--- src/rtl/requant_narrow_20b.sv ---
// Narrows signed IN_W-bit adder sums to signed OUT_W-bit activations through a
// two-stage valid/ready pipeline: rounding shift, then ReLU/saturation, with a sticky saturation counter.
module requant_narrow_20b #(
  parameter int unsigned IN_W    = 20,
  parameter int unsigned OUT_W   = 8,
  parameter int unsigned SHIFT_W = 4,
  parameter int unsigned CNT_W   = 16
) (
  input  logic               clk_i,
  input  logic               rst_ni,
  input  logic               in_valid_i,
  output logic               in_ready_o,
  input  logic [IN_W-1:0]    in_data_i,
  input  logic               in_ovf_i,
  input  logic [SHIFT_W-1:0] shift_i,
  input  logic               relu_en_i,
  output logic               out_valid_o,
  input  logic               out_ready_i,
  output logic [OUT_W-1:0]   out_data_o,
  output logic               out_sat_o,
  input  logic               clr_count_i,
  output logic [CNT_W-1:0]   sat_count_o
);

  localparam int unsigned RW = IN_W + 1;
  localparam logic signed [RW-1:0] MAXV = RW'((2 ** (OUT_W - 1)) - 1);
  localparam logic signed [RW-1:0] MINV = ~MAXV;
  localparam logic [OUT_W-1:0] OMAX = {1'b0, {(OUT_W-1){1'b1}}};
  localparam logic [OUT_W-1:0] OMIN = {1'b1, {(OUT_W-1){1'b0}}};

  logic                 r_run;
  logic                 r_s1_valid;
  logic signed [RW-1:0] r_s1_r;
  logic                 r_s1_ovf;
  logic                 r_s1_relu;
  logic                 r_s1_xmsb;
  logic                 r_s2_valid;
  logic [OUT_W-1:0]     r_out_data;
  logic                 r_out_sat;
  logic [CNT_W-1:0]     r_cnt;

  logic                 w_s1_adv;
  logic                 w_in_xfer;
  logic                 w_s2_load;
  logic                 w_out_xfer;
  logic signed [RW-1:0] w_x;
  logic signed [RW-1:0] w_rnd;
  logic signed [RW-1:0] w_sum;
  logic signed [RW-1:0] w_r;
  logic [OUT_W-1:0]     w_q;
  logic                 w_qsat;

  assign w_s1_adv   = !r_s2_valid || out_ready_i;
  assign in_ready_o = r_run && (!r_s1_valid || w_s1_adv);
  assign w_in_xfer  = in_valid_i && in_ready_o;
  assign w_s2_load  = r_s1_valid && w_s1_adv;
  assign w_out_xfer = r_s2_valid && out_ready_i;

  // Half-LSB rounding term; shifting a one left then right yields 0 for shift 0.
  assign w_x   = {in_data_i[IN_W-1], in_data_i};
  assign w_rnd = (RW'(1) << shift_i) >> 1;
  assign w_sum = w_x + w_rnd;
  assign w_r   = w_sum >>> shift_i;

  // Upstream overflow means the true sign is the inverse of the stored MSB.
  always_comb begin
    w_q    = '0;
    w_qsat = 1'b0;
    if (r_s1_ovf) begin
      w_qsat = 1'b1;
      if (r_s1_xmsb)      w_q = OMAX;
      else if (r_s1_relu) w_q = '0;
      else                w_q = OMIN;
    end else if (r_s1_relu && r_s1_r[RW-1]) begin
      w_q = '0;
    end else if (r_s1_r > MAXV) begin
      w_q    = OMAX;
      w_qsat = 1'b1;
    end else if (r_s1_r < MINV) begin
      w_q    = OMIN;
      w_qsat = 1'b1;
    end else begin
      w_q = r_s1_r[OUT_W-1:0];
    end
  end

  always_ff @(posedge clk_i or negedge rst_ni) begin
    if (!rst_ni) begin
      r_run      <= 1'b0;
      r_s1_valid <= 1'b0;
      r_s1_r     <= '0;
      r_s1_ovf   <= 1'b0;
      r_s1_relu  <= 1'b0;
      r_s1_xmsb  <= 1'b0;
    end else begin
      r_run      <= 1'b1;
      r_s1_valid <= w_in_xfer || (r_s1_valid && !w_s1_adv);
      if (w_in_xfer) begin
        r_s1_r    <= w_r;
        r_s1_ovf  <= in_ovf_i;
        r_s1_relu <= relu_en_i;
        r_s1_xmsb <= in_data_i[IN_W-1];
      end
    end
  end

  always_ff @(posedge clk_i or negedge rst_ni) begin
    if (!rst_ni) begin
      r_s2_valid <= 1'b0;
      r_out_data <= '0;
      r_out_sat  <= 1'b0;
    end else begin
      if (w_s1_adv) r_s2_valid <= r_s1_valid;
      if (w_s2_load) begin
        r_out_data <= w_q;
        r_out_sat  <= w_qsat;
      end
    end
  end

  always_ff @(posedge clk_i or negedge rst_ni) begin
    if (!rst_ni) begin
      r_cnt <= '0;
    end else if (clr_count_i) begin
      r_cnt <= '0;
    end else if (w_out_xfer && r_out_sat && (r_cnt != '1)) begin
      r_cnt <= r_cnt + CNT_W'(1);
    end
  end

  assign out_valid_o = r_s2_valid;
  assign out_data_o  = r_out_data;
  assign out_sat_o   = r_out_sat;
  assign sat_count_o = r_cnt;

endmodule
--- config.mk ---
export PLATFORM = sky130hd
export DESIGN_NAME = requant_narrow_20b
export DESIGN_NICKNAME = d
export VERILOG_FILES = /design/src/rtl/requant_narrow_20b.sv
export SDC_FILE = /design/constraint.sdc
export NUM_CORES = 1
export LEC_CHECK = 0
export BUFFER_PORTS_ARGS = -buffer_cell sky130_fd_sc_hd__buf_2
export CAP_MARGIN = 5
export CORE_MARGIN = 8
export CORE_UTILIZATION = 32
export DETAILED_ROUTE_END_ITERATION = 12
export GPL_ROUTABILITY_DRIVEN = 0
export GPL_TIMING_DRIVEN = 0
export PLACE_DENSITY_LB_ADDON = 0.08
export REMOVE_ABC_BUFFERS = 1
export SLEW_MARGIN = 20
export SYNTH_ARGS = -nofsm -noshare
export SYNTH_HDL_FRONTEND = slang
export SYNTH_SLANG_ARGS = --single-unit
--- constraint.sdc ---
create_clock -name clk_i -period 2 [get_ports clk_i]
set_input_delay 0.3 -clock clk_i [delete_from_list [all_inputs] [get_ports clk_i]]
set_output_delay 0.3 -clock clk_i [all_outputs]
set_load 0.02 [all_outputs]
# --- Yosys cells after proc, flatten, opt, wreduce, memory -nomap -nowiden ---
# Cells that the tools add are included.
totals:
  register_bits: 52
  inputBits: 31
  out_inout_bits: 27
  elab_cells: 44
op_classes:
  n_addsub: 2
  n_lt_le_gt_ge: 2
  eq_ne: 1
  n_shift: 2
  n_mux: 12
  n_reduce_logical: 15
op_table:
  columns: ["operator", "count"]
  rows:
  - ["8-bit two-way mux", 6]
  - ["16-bit two-way mux", 2]
  - ["20-bit by 21-bit adder with 21-bit output", 1]
  - ["21-bit by 8-bit > comparator with 1-bit output, second input constant", 1]
  - ["21-bit by 8-bit < comparator with 1-bit output, second input constant", 1]
  - ["1-bit by 4-bit left shift with 21-bit output, first input constant", 1]
  - ["21-bit by 4-bit >>> shifter with 21-bit output", 1]
  - ["16-bit by 1-bit adder with 16-bit output, second input constant", 1]
  - ["16-bit != test, second input constant", 1]
  - ["1-bit logical AND", 8]
  - ["1-bit two-way mux", 4]
  - ["1-bit zero test", 3]
  - ["1-bit logical OR", 3]
  - ["2-bit nonzero test", 1]

# --- Logic depth before layout (Yosys ltp) ---
logic_depth:
  ltp_word: 6
  depth_mapped: 16
  ltp_nobuf: 13

# --- Worst setup path after synthesis ---
# No wires, ideal clock.
synth_timing:
  path_type: "input-to-reg"
  from: "in shift_i[0]"
  to: "reg r_s1_r[10]"
  setup_ps: 134
  arrival_time_ps: 3464
  required_ps: 1866
  setup_slack_ps: -1598
  cell_stages: 14
  cell_sequence: "clkbuf_1 > inv_1 > buf_2 > nand2_1 > nor2_1 > ha_1 > a21oi_2 > a21boi_2 > nor4_2 > or3_1 > and2_4 > mux4_2 > a2111oi_1 > nor3_1"
synth_between:
  elab_chain_len: 3
synth_rtl:
  columns: ["element", "line_no", "text"]
  rows:
  - ["start: declaration", "15", "input logic [SHIFT_W-1:0] shift_i,"]
  - ["1-bit by 4-bit left shift with 21-bit output", "61", "assign w_rnd = (RW'(1) << shift_i) >> 1;"]
  - ["20-bit by 21-bit adder with 21-bit output", "62", "assign w_sum = w_x + w_rnd;"]
  - ["21-bit by 4-bit >>> shifter with 21-bit output (*)", "63", "assign w_r = w_sum >>> shift_i;"]
  - ["end signal: assignment", "99", "r_s1_r <= w_r;"]
  - ["end: declaration", "33", "logic signed [RW-1:0] r_s1_r;"]
# Mark *: on every way between the ends. The rest lies on a longest branch, timed or not.
# A chain may end at the register's enable or synchronous reset.

# --- Worst setup path after layout ---
layout_timing:
  from: "in shift_i[2]"
  to: "reg r_s1_r[2]"
# The elaborated chain is that of the path after synthesis.

==> results by stage <==
Drt:
- Wires add up to 17000 µm.
- The post-route antenna net violation count is 0.
- The detail-routed net length per standard cell is 19.4 µm.
- The vias after detailed routing is 5012.
- In the routed layout, each cell is associated on average with a via count of 5.71.
- The detailed-routing iteration count for the pre-antenna-repair pass is 5.
- The remaining design rule violation count is 0.
- The first routing iteration left 326 violations.

Logic synthesis:
- The number of enable-type register cells in the synthesized netlist is 0.
- The number of warnings reported in the yosys synthesis log is 0.
- The mean post-synth cell area is 8.19 µm².
- The async set-reset flop share out of synthesis is 100%.
- The cell area after synthesis is 4660 µm².
- Counting flops and latches in the post-synthesis netlist gives 52.
- By area the synthesized netlist is led by sky130_fd_sc_hd__dfrtp_1, sky130_fd_sc_hd__nor2_1, sky130_fd_sc_hd__mux4_2, sky130_fd_sc_hd__nand2_1, sky130_fd_sc_hd__ha_1.
- In this run the biggest area consumer among cell types represents 27.9% of the synthesized area.
- The distinct cell type count after synthesis is 74.
- Sequential elements use 27.9% of the synthesized area.
- For this run, the leading register cell type out of synthesis is sky130_fd_sc_hd__dfrtp_1.
- The gate count of the mapped netlist is 569.
- Summed over all instances, the cell type with the most area after synthesis is sky130_fd_sc_hd__dfrtp_1.

STA:
- The worst clock skew is 0.0143 ns.
- Setup repair after global routing could not meet its margin everywhere.
- The slew at the pin closest to its max-slew limit is 0.747 ns.
- The final critical-path setup slack is -1.27 ns.
- The number of slew-limit violations in the final report was 0.
- Measured against its own limit, the worst slew margin works out to 50.0%.
- The hold violation total from the final report came to 0.
- Based on the critical path, the design can be clocked at up to 306 MHz.
- Setup total negative slack on the finished layout was measured at -21.33 ns.
- The final setup violation count is 21.
- The time the final worst path needs with I/O delays and setup is 3.27 ns.
- After layout, the worst path uses 163% of the clock period.

Clock tree:
- The source-to-sink clock delay at the later pin of the worst-skew pair is 0.29 ns.
- The clock transition time at the flip-flop clock pins of the worst setup and hold paths is 0.08 ns.
- The CTS tree is yes.
- For this design, the CTS-stage hold fixing added 0 buffers.
- The H-tree depth is 2.
- Counting along the longest clock path gives a buffer depth of 2.
- The total clock sinks is 52.
- The CTS root buffer is sky130_fd_sc_hd__clkbuf_16.
- Buffers inserted during clock tree synthesis total 5.

Finish:
- The count of nets after finishing is 740.
- The antenna diode count is 0.
- The area added between synthesis and finish is 49.9%.
- The share of final-layout standard cells stronger than drive strength 1 is 44.3%.
- Leaving out fill and tap cells, the most frequent cell in the layout is sky130_fd_sc_hd__nor2_1.
- In the layout the commonest cells are sky130_fd_sc_hd__nor2_1, sky130_fd_sc_hd__buf_4, sky130_fd_sc_hd__buf_2.

Floorplan:
- For this configuration, the core starts out at a cell density of 32.4%.
- The floorplan has 44 rows.
- The area of the die is 18700 µm².
- From bottom edge to top edge, the die measures 137 µm.
- 58 I/O pins were placed.
- The area of the core region is 14400 µm².
- The die width is 137 µm.

Power:
- The sequential share of power is 36.1%.
- The worst-case IR drop observed on VDD is 0.353 mV.
- The share of power burned in combinational logic is 40.0%.
- In this run the power density over the cells is 526 nW/µm².
- In this run, the clock network consumes 23.9% of the power.
- Net switching is 37.2% of the power.
- Internal power comes to 2.31 mW.
- For this design the static power due to leakage is 2.87 nW.
- After layout, the design draws a total of 3.67 mW.
- For this design the total switching power over the nets is 1.37 mW.

Global routing:
- The number of global-route vias before repair is 5016.
- Summed over all layers, the global routing overflow is 0.
- The wire length of the first global-routing pass is 26900 µm.
- The initial antenna violation count was 0.
- In the global route stage, overall resource usage came out at 18.1%.
- The largest net degree at the start of global routing is 53.

Run status:
- The checks that failed: negative setup slack.
- The run finished, with violations left.

Worst hold path:
- The tightest min-delay check is of the input pin to asynchronous set/reset pin type.

Worst setup path:
- The data required time of the worst path is 2.16 ns.
- The signal on the critical path passes through buf_16 -> clkinvlp_4 -> nand2_4 -> nor2_4 -> ha_4 -> fa_2 -> a211oi_4 -> buf_4 -> o21ai_4 -> a31oi_4 -> o31a_1 -> xnor2_2 -> mux4_2 -> buf_4 -> a22oi_2 -> nand3_2.
- The critical path's largest stage delay is 0.57 ns.
- The peak fanout along the critical path is 4.
- The buffers plus inverters on the worst setup path is 4.
- The cell with the most instances on the worst path is sky130_fd_sc_hd__buf_4.
- The type of the worst setup path is input pin to flip-flop.
- The startpoint kind of the worst setup timing path is an input pin.
- The element type at the critical path end is a flip-flop.
- The family with the most delay on the worst path is compound AO/OA/AOI/OAI gates.
- The worst path arrival time is 3.43 ns.
- The cell type of the slowest stage on the worst timing path is sky130_fd_sc_hd__mux4_2.

Flow run:
- The max-cap violation count is 0.

Place:
- The final HPWL from detailed placement is 11600 µm.
- The number of I/O port buffers is 57.
[area by class of cell]
cell class,count,area [µm²]
Tap cell,184,230
Fill cell,1374,7390
Sequential cell,52,1300
Timing Repair inverter,1,5.00
Inverter,16,97.6
Multi-Input combinational cell,474,4080
Timing Repair Buffer,142,1120
Clock buffer,5,125
Clock inverter,3,21.3
[synthesized netlist by cell type, types with 12 or more instances]
library cell	count
sky130_fd_sc_hd__nand4_1	13
sky130_fd_sc_hd__nor2_1	87
sky130_fd_sc_hd__mux2i_1	12
sky130_fd_sc_hd__dfrtp_1	52
sky130_fd_sc_hd__clkbuf_1	15
sky130_fd_sc_hd__nand3_1	18
sky130_fd_sc_hd__o21ai_0	32
sky130_fd_sc_hd__a21oi_1	36
sky130_fd_sc_hd__inv_1	15
sky130_fd_sc_hd__xor2_1	15
sky130_fd_sc_hd__nand2_1	60
sky130_fd_sc_hd__xnor2_1	15
sky130_fd_sc_hd__ha_1	16
[flip-flops by register name (all words and copies together) (netlist names)]
name and count:
sat_count_o 16, r_s1_relu 1, out_sat_o 1, r_s1_xmsb 1, r_s1_valid 1, r_s1_ovf 1, out_data_o 8, r_s1_r 21
out_valid_o 1, r_run 1
[final timing paths]
path	cells past startpoint	start	end	slack [ns]
setup / recovery	16	shift_i[2]	r_s1_r[2]	-1.27
hold / removal	1	rst_ni	r_s1_r[16]	0.04
setup reg to reg	6	out_valid_o	r_s1_r[1]	-0.34
hold reg to reg	2	out_data_o[7]	out_data_o[7]	0.48
max in group asynchronous	1	rst_ni	sat_count_o[3]	1.46
min in group clk_i	3	relu_en_i	r_s1_relu	0.19
[metal layers]
| metal | track usage [%] | up-vias | wire, µm |
|---|---|---|---|
| met5 | 0 | - | 0 |
| met1 | 24.2 | 2467 | 7570 |
| met3 | 2.75 | 35 | 760 |
| li1 | - | 2353 | - |
| met2 | 29.2 | 157 | 8220 |
| met4 | 5.74 | 0 | 443 |
[kinds of logic (layout without fill, tap and decap cells)]
kind of cell,Yosys count,in the layout,synth area share [%]
AND/OR/NAND/NOR,236,236,23.8
buffers and inverters,43,167,3.84
XOR/XNOR,30,30,5.64
AO/OA/AOI/OAI,164,164,25.3
adder cells (fa/ha/maj),17,17,4.73
other,1,1,0.0805
multiplexers,26,26,8.70
flip-flops,52,52,27.9
[power by group through the flow]
stage / combinational (mW) / clock (mW) / sequential [mW]
global route: 1.59 / 0.949 / 1.35
finish: 1.47 / 0.877 / 1.33
CTS: 1.36 / 0.893 / 1.33
global placement: 1.05 / 0 / 1.34
floorplan: 0.620 / 0 / 1.39
detailed placement: 1.05 / 0 / 1.35
[metrics by stage]
step / cells / area [µm²] / worst slack [ns] / hold slack (ns) / util, %
finish: 877 / 6980 / -1.27 / 0.0390 / 48.6
global route: 877 / 6980 / -1.31 / 0.0983 / 48.6
CTS: 847 / 6580 / -1.20 / 0.0734 / 45.8
detailed placement: 783 / 5060 / -3.20 / 0.398 / 35.2
global placement: 783 / 5050 / -3.22 / 0.468 / 35.2
floorplan: 542 / 4540 / -1.76 / 0.00441 / -
[what timing repair did]
item	CTS	global route
gates cloned	3	0
setup endpoints to repair	36	32
buffers inserted	54	31
gates resized for setup	178	44
pin swaps	57	38
Note: power is estimated with default switching activity, not from simulation.
